### src/rtl/display_share_arbiter.sv
// Eight-way request arbiter sharing one 7-segment display.
// The granted index is shown as a digit; the dp lights when idle.
module display_share_arbiter #(
    parameter int N_REQ    = 8,
    parameter int MAX_HOLD = 15,
    parameter int HOLD_W   = 4
) (
    input  logic             clk,
    input  logic             rst_n,
    input  logic [N_REQ-1:0] req,
    input  logic             rr_mode,
    output logic [N_REQ-1:0] grant,
    output logic             grant_valid,
    output logic [2:0]       grant_idx,
    output logic             timeout,
    output logic [6:0]       segments,
    output logic             none
);

    typedef enum logic {IDLE, GRANT} state_t;

    localparam logic [HOLD_W-1:0] HOLD_LAST = HOLD_W'(MAX_HOLD - 1);

    state_t            state_q;
    logic [2:0]        ptr_q;
    logic [HOLD_W-1:0] hold_q;
    logic [N_REQ-1:0]  grant_q;
    logic [2:0]        idx_q;
    logic              valid_q;
    logic              timeout_q;
    logic [6:0]        seg_q;
    logic              none_q;

    logic [2:0] fix_k;
    logic [2:0] rr_k;
    logic [2:0] scan;
    logic [2:0] win_d;
    logic       rr_hit;
    logic       at_limit;

    function automatic logic [6:0] digit(input logic [2:0] d);
        logic [6:0] s;
        unique case (d)
            3'd0: s = 7'b0111111;
            3'd1: s = 7'b0000110;
            3'd2: s = 7'b1011011;
            3'd3: s = 7'b1001111;
            3'd4: s = 7'b1100110;
            3'd5: s = 7'b1101101;
            3'd6: s = 7'b1111101;
            default: s = 7'b0000111;
        endcase
        return s;
    endfunction

    // Round-robin scans downward from ptr with natural 3-bit wrap.
    always_comb begin
        fix_k  = '0;
        rr_k   = '0;
        rr_hit = 1'b0;
        scan   = '0;
        for (int i = 0; i < N_REQ; i++) begin
            if (req[i]) fix_k = 3'(i);
            scan = ptr_q - 3'(i);
            if (!rr_hit && req[scan]) begin
                rr_k   = scan;
                rr_hit = 1'b1;
            end
        end
        win_d = rr_mode ? rr_k : fix_k;
    end

    assign at_limit = (MAX_HOLD != 0) && (hold_q == HOLD_LAST);

    always_ff @(posedge clk) begin
        if (!rst_n) begin
            state_q   <= IDLE;
            ptr_q     <= 3'd7;
            hold_q    <= '0;
            grant_q   <= '0;
            idx_q     <= '0;
            valid_q   <= 1'b0;
            timeout_q <= 1'b0;
            seg_q     <= '0;
            none_q    <= 1'b1;
        end else begin
            unique case (state_q)
                IDLE: begin
                    timeout_q <= 1'b0;
                    if (|req) begin
                        state_q <= GRANT;
                        grant_q <= N_REQ'(1) << win_d;
                        idx_q   <= win_d;
                        valid_q <= 1'b1;
                        hold_q  <= '0;
                        ptr_q   <= win_d - 3'd1;
                        seg_q   <= digit(win_d);
                        none_q  <= 1'b0;
                    end
                end
                GRANT: begin
                    hold_q <= hold_q + 1'b1;
                    if (!req[idx_q] || at_limit) begin
                        state_q   <= IDLE;
                        grant_q   <= '0;
                        valid_q   <= 1'b0;
                        seg_q     <= '0;
                        none_q    <= 1'b1;
                        // A drop coinciding with the limit is a normal release.
                        timeout_q <= req[idx_q];
                    end
                end
                default: state_q <= IDLE;
            endcase
        end
    end

    assign grant       = grant_q;
    assign grant_valid = valid_q;
    assign grant_idx   = idx_q;
    assign timeout     = timeout_q;
    assign segments    = seg_q;
    assign none        = none_q;

endmodule

### config.mk
export PLATFORM = sky130hd
export DESIGN_NAME = display_share_arbiter
export DESIGN_NICKNAME = d
export VERILOG_FILES = /design/src/rtl/display_share_arbiter.sv
export SDC_FILE = /design/constraint.sdc
export NUM_CORES = 1
export LEC_CHECK = 0
export ABC_AREA = 1
export CORE_ASPECT_RATIO = 1.75
export CORE_MARGIN = 4
export CORE_UTILIZATION = 59
export DETAILED_ROUTE_END_ITERATION = 12
export GPL_TIMING_DRIVEN = 0
export PLACE_DENSITY = 0.95
export SLEW_MARGIN = 20
export SYNTH_ARGS = -nofsm -noshare
export SYNTH_HDL_FRONTEND = slang
export SYNTH_SLANG_ARGS = --single-unit
export TNS_END_PERCENT = 10
### constraint.sdc
create_clock -name clk -period 6.15 [get_ports clk]
set_clock_uncertainty 0.2 [all_clocks]
set_input_delay 0.615 -clock clk [delete_from_list [all_inputs] [get_ports clk]]
set_output_delay 0.615 -clock clk [all_outputs]
set_load 0.02 [all_outputs]
# Yosys cells after proc, flatten, opt, wreduce, memory -nomap -nowiden
# Cells that the tools add are included.
[word_totals]
reg_bits = 29
output_inout_bits = 21
[op_classes]
addsub = 9
order_cmp = 9
n_eq_ne = 9
n_shift = 1
mux = 61
bitwise = 1
n_reduce_logical = 20
[op_table]
columns = ["op", "count"]
rows = [
  ["7-bit one-hot mux with 7 select lines", 1],
  ["3-bit two-way mux", 15],
  ["3-bit by 4-bit less-than comparator with 1-bit output, second input constant", 9],
  ["1-bit binary-select mux with 3-bit select", 9],
  ["1-bit two-way mux", 24],
  ["8-bit two-way mux", 2],
  ["8-bit one-hot mux with 2 select lines", 1],
  ["7-bit two-way mux", 2],
  ["7-bit one-hot mux with 2 select lines", 1],
  ["3-bit subtractor, second input constant", 4],
  ["3-bit equality test, second input constant", 3],
  ["1-bit logical NOT", 8],
  ["1-bit one-hot mux with 2 select lines", 4],
  ["4-bit one-hot mux with 2 select lines", 1],
  ["8-bit OR reduction", 1],
  ["1-bit by 3-bit << shifter with 8-bit output, first input constant", 1],
  ["1-bit logical AND", 7],
  ["3-bit by 2-bit equality test with 1-bit output, second input constant", 2],
  ["3-bit by 1-bit subtractor with 3-bit output, second input constant", 2],
  ["3-bit by 2-bit subtractor with 3-bit output, second input constant", 2],
  ["4-bit by 1-bit adder with 4-bit output, second input constant", 1],
  ["4-bit equality test, second input constant", 1],
  ["4-bit two-way mux", 1],
  ["2-bit AND reduction", 2],
  ["other kinds (6)", 6],
]

# Depth between registers and ports, before layout
[logic_depth]
ltp_word = 29
ltp_mapped = 24
ltp_nobuf = 23

# Least setup slack after synthesis
# OpenSTA, ideal clock, no wires.
[synth_timing]
path_type = "reg2reg"
startpoint = "reg ptr_q[1]"
endpoint = "reg seg_q[3], in the netlist segments[3]"
setup_time_ns = 0.132
arrival_ns = 2.955
slack_ns = 2.863
path_stages_with_launch = 23
n_path_buf = 1
path_cell_list = "dfxtp_1 > buf_6 > clkinv_2 > ha_1 > inv_2 > nand3_1 > nand2_1 > nand2_1 > nand2_2 > nand3_4 > o21ai_0 > nand2_1 > nor2_1 > nor2_1 > nor2_1 > inv_1 > ha_1 > nand3_1 > nand2_1 > nor2_4 > nand2_1 > nand2_1 > a21oi_2"
[synth_via]
elab_chain_cells = 29
word_cells_on_any_way = 63
classes_between = "7 x add/sub; 6 x eq/ne; 35 x mux; 15 x reduce/logical"
[synth_lines]
columns = ["item", "line", "source"]
rows = [
  ["start: declaration", "25", "logic [2:0] ptr_q;"],
  ["start signal: assignment", "96", "ptr_q <= win_d - 3'd1;"],
  ["branches (longest 23 deep; another with 3-bit by 1-bit subtractor with 3-bit output)", "-", ""],
  ["3-bit two-way mux *", "65", "if (!rr_hit && req[scan]) begin"],
  ["3-bit two-way mux *", "70", "win_d = rr_mode ? rr_k : fix_k;"],
  ["via win_d[0]", "37", "logic [2:0] win_d;"],
  ["3-bit equality test, or another cell as far along", "43", "unique case (d)"],
  ["7-bit one-hot mux with 7 select lines *", "43", ""],
  ["7-bit two-way mux *", "90", "if (|req) begin"],
  ["7-bit one-hot mux with 2 select lines *", "87", "unique case (state_q)"],
  ["end signal: assignment", "97", "seg_q <= digit(win_d);"],
  ["end: declaration", "31", "logic [6:0] seg_q;"],
]
# Mark *: on every way through the listed nets, which the timed path passes. The select of a mux whose other input is x is not followed.
# A chain may end at the register's enable or synchronous reset.

# Worst setup path in the final report
[layout_timing]
startpoint = "reg ptr_q[1]"
endpoint = "reg seg_q[0], in the netlist segments[0]"
# Same word-level chain as after synthesis.

==> impl_metrics.yaml <==
yosys:
  ys_seq_elements: 29
  synth_xor_area_share_pct: 4.11
  syn_avg_cell_area_um2: 6.84
  synth.yosys.warnings: 0
  ys_async_sr_fraction_pct: 0
  seq_area_frac_synth_pct: 26.1
  syn_nets: 345
  muxShareOfSynthArea_pct: 0.507
  synthFlopType: "dfxtp_1"
  synth_fa_ha_area_share_pct: 5.07
  synth_simple_gate_area_share_pct: 38.9
  syn_inst: 325
  synthDistinctLibCells: 39
  synth-edff-count: 0
  netlist_area_um2: 2220
  synth_compound_area_share_pct: 15.3
  synth_top_family_by_area: "simple AND/OR/NAND/NOR gates"
timing:
  tightest_slew_ns: 0.529
  timing.fmax_mhz: 246
  fin_crit_sh_pct: 66.2
  fin_crit_ns: 4.07
  fin_tns_setup_ns: 0
  relSlewSlack_pct: 64.4
  rsz0062_at_grt: "no"
  finalSetupViolations: 0
  report.final.hold_viol_count: 0
  maxSlewViolCount: 0
min_path:
  min_to: "grant[7]"
  worst_hold_startpoint: "grant[7]"
  min_path_type: "reg -> reg"
  holdPathStages: 2
global_route:
  grt_usage_pct: 28.0
  overflow: 0
  grt_pass1_vias: 2346
  grt_pass1_wl_um: 10000
  grt_max_degree: 11
  antenna_found_initial: 0
drt:
  ant_nets: 0
  wl_per_cell_um: 14.8
  drt_iter0_markers: 98
  viasPerCell: 5.89
  drcViolationCount: 0
  dr.pass1.iters: 7
  vias: 2414
  routed_wirelength_um: 6090
clocking:
  cts-root-buf: "clkbuf_8"
  cts_tree: "done"
  cts_buffers: 5
  clock_latency_ns: 0.29
  clockBufferDepth: 2
  cts_setup_buffers: 0
  cts.sinks: 29
  clk_pin_slew_ns: 0.06
  holdBufCountCts: 0
  ctsResizeCount: 0
  htree_levels: 2
final_layout:
  antenna_cells: 0
  final_area_um2: 2690
  drive_gt1_share_pct: 15.7
  nets: 383
  syn2layout_area_growth_pct: 21.1
  fill_cells: 277
  fin_cells: 410
worst_setup_path:
  worstRegToRegCells: 20
  worstPathRequired_ns: 6.11
  crit_type: "reg -> reg"
  cp_max_fo: 8
  timing.rr.end: "segments[0]"
  arrival_ns: 4.03
  worst-r2r-setup-slack_ns: 2.08
  cp-end-kind: "flop"
  crit-reg2reg-launch: "ptr_q[1]"
  crit_path_start_kind: "flop"
placement:
  dp_cells: 402
  placed_area_um2: 2590
  gp_congestion: 0.982
  portBuffers: 31
  place_hpwl_um: 4580
power_and_ir_drop:
  peakVddDrop_mv: 0.369
  power.leakage_nw: 1.21
  power.density_nw_per_um2: 451
floorplanning:
  die_area_um2: 4850
  io_pins: 32
  rows: 29
  initial_utilization_pct: 61.2
  core-area_um2: 3630
  die_w_um: 54.4
  die_h_um: 89.2
run:
  cap_violations: 0
status:
  status: "completed"
==> flip-flops by register name, indices dropped and copies added, names as in the netlist <==
register and flops:
ptr_q 3, grant_idx 3, none 1, state_q 1
hold_q 4, segments 7, grant 8, timeout 1
grant_valid 1
==> final cells by class <==
type,instances,area (um^2),area share (%)
sequential,29,581,21.6
tap,46,57.6,2.14
inverter,38,153,5.67
timing repair buffer,31,310,11.5
clock inverter,1,5.00,0.186
clock buffer,7,96.3,3.58
buffer,10,70.1,2.60
multi-input combinational,248,1420,52.7
==> cells in the mapped netlist, types with 5 or more instances <==
master     n  area share, %
o21ai_0   16            3.6
nand3_1   50             11
nand4_1    5            1.4
inv_1     26            4.4
nor2_1    14            2.4
o211ai_1   5            1.7
nand2_1   79             13
nand2_2    7            2.0
dfxtp_1   29             26
inv_2      7            1.2
ha_1       9            5.1
a21oi_1   25            5.6
==> worst max-delay path, stage by stage, from the launching register on <==
cell	delay [ns]
dfxtp_1	0.36
buf_6	0.17
clkinv_2	0.15
ha_1	0.42
inv_2	0.17
nand3_1	0.19
nand3_1	0.18
nand2_2	0.09
nor2_4	0.11
nand4_2	0.10
inv_1	0.09
nand2_1	0.07
o211ai_1	0.20
o211ai_1	0.14
nand2_1	0.20
inv_1	0.12
ha_1	0.29
o2111ai_1	0.30
nand3_2	0.14
nor2_1	0.14
a21oi_1	0.08
==> cell usage in the layout (no fill, tap or decap), types with 5 or more instances in the layout <==
cell type	count
ha_1	9
a21oi_1	25
nand4_1	5
inv_2	7
o21ai_0	16
nand3_1	50
dfxtp_1	29
nand2_2	7
clkbuf_8	7
clkdlybuf4s50_1	31
nor2_1	14
inv_1	26
o211ai_1	5
nand2_1	79
==> cells by family after synthesis <==
logic type / after synthesis
mux: 1
xor+xnor: 4
fa+ha+maj: 9
buf+inv: 48
flops: 29
simple gates: 176
compound gates: 58
==> through the flow <==
step / power [mW] / hold WS, ns / util, % / setup slack (ns)
final: 1.21 / 0.265 / 74.2 / 2.08
after global routing: 1.30 / 0.290 / 74.2 / 1.74
after CTS: 1.20 / 0.266 / 74.2 / 2.13
after detailed placement: 1.03 / 0.252 / 71.4 / 2.19
after global placement: 1.00 / 0.244 / 71.4 / 2.23
after floorplan: 0.838 / 0.268 / - / 2.86
==> where the power goes <==
group          internal (mW)  leakage [nW]  switching [mW]
clock                  0.101        0.0542          0.0703
sequential             0.225         0.238          0.0232
combinational          0.288         0.915           0.508
total                  0.613          1.21           0.601
==> layer usage <==
layer  wire [um]  share of wire [%]  vias up  track usage [%]
li1            -                  -     1165                -
met1        2200                 36     1106             27.5
met2        3270                 54      112             50.8
met3         337                5.5       31             3.34
met4         287                4.7        0             20.2
met5           0                  0        -                0
==> worst max path at each step <==
stage,startpoint,end,slack (ns),depth (start not counted)
floorplan,ptr_q[1],segments[3],2.86,22
global placement,req[7],segments[4],2.23,21
detailed placement,ptr_q[1],segments[3],2.19,22
CTS,ptr_q[1],segments[4],2.13,22
global route,ptr_q[1],segments[4],1.74,22
finish,ptr_q[1],segments[0],2.08,20
Note: power is estimated with default switching activity, not from simulation.
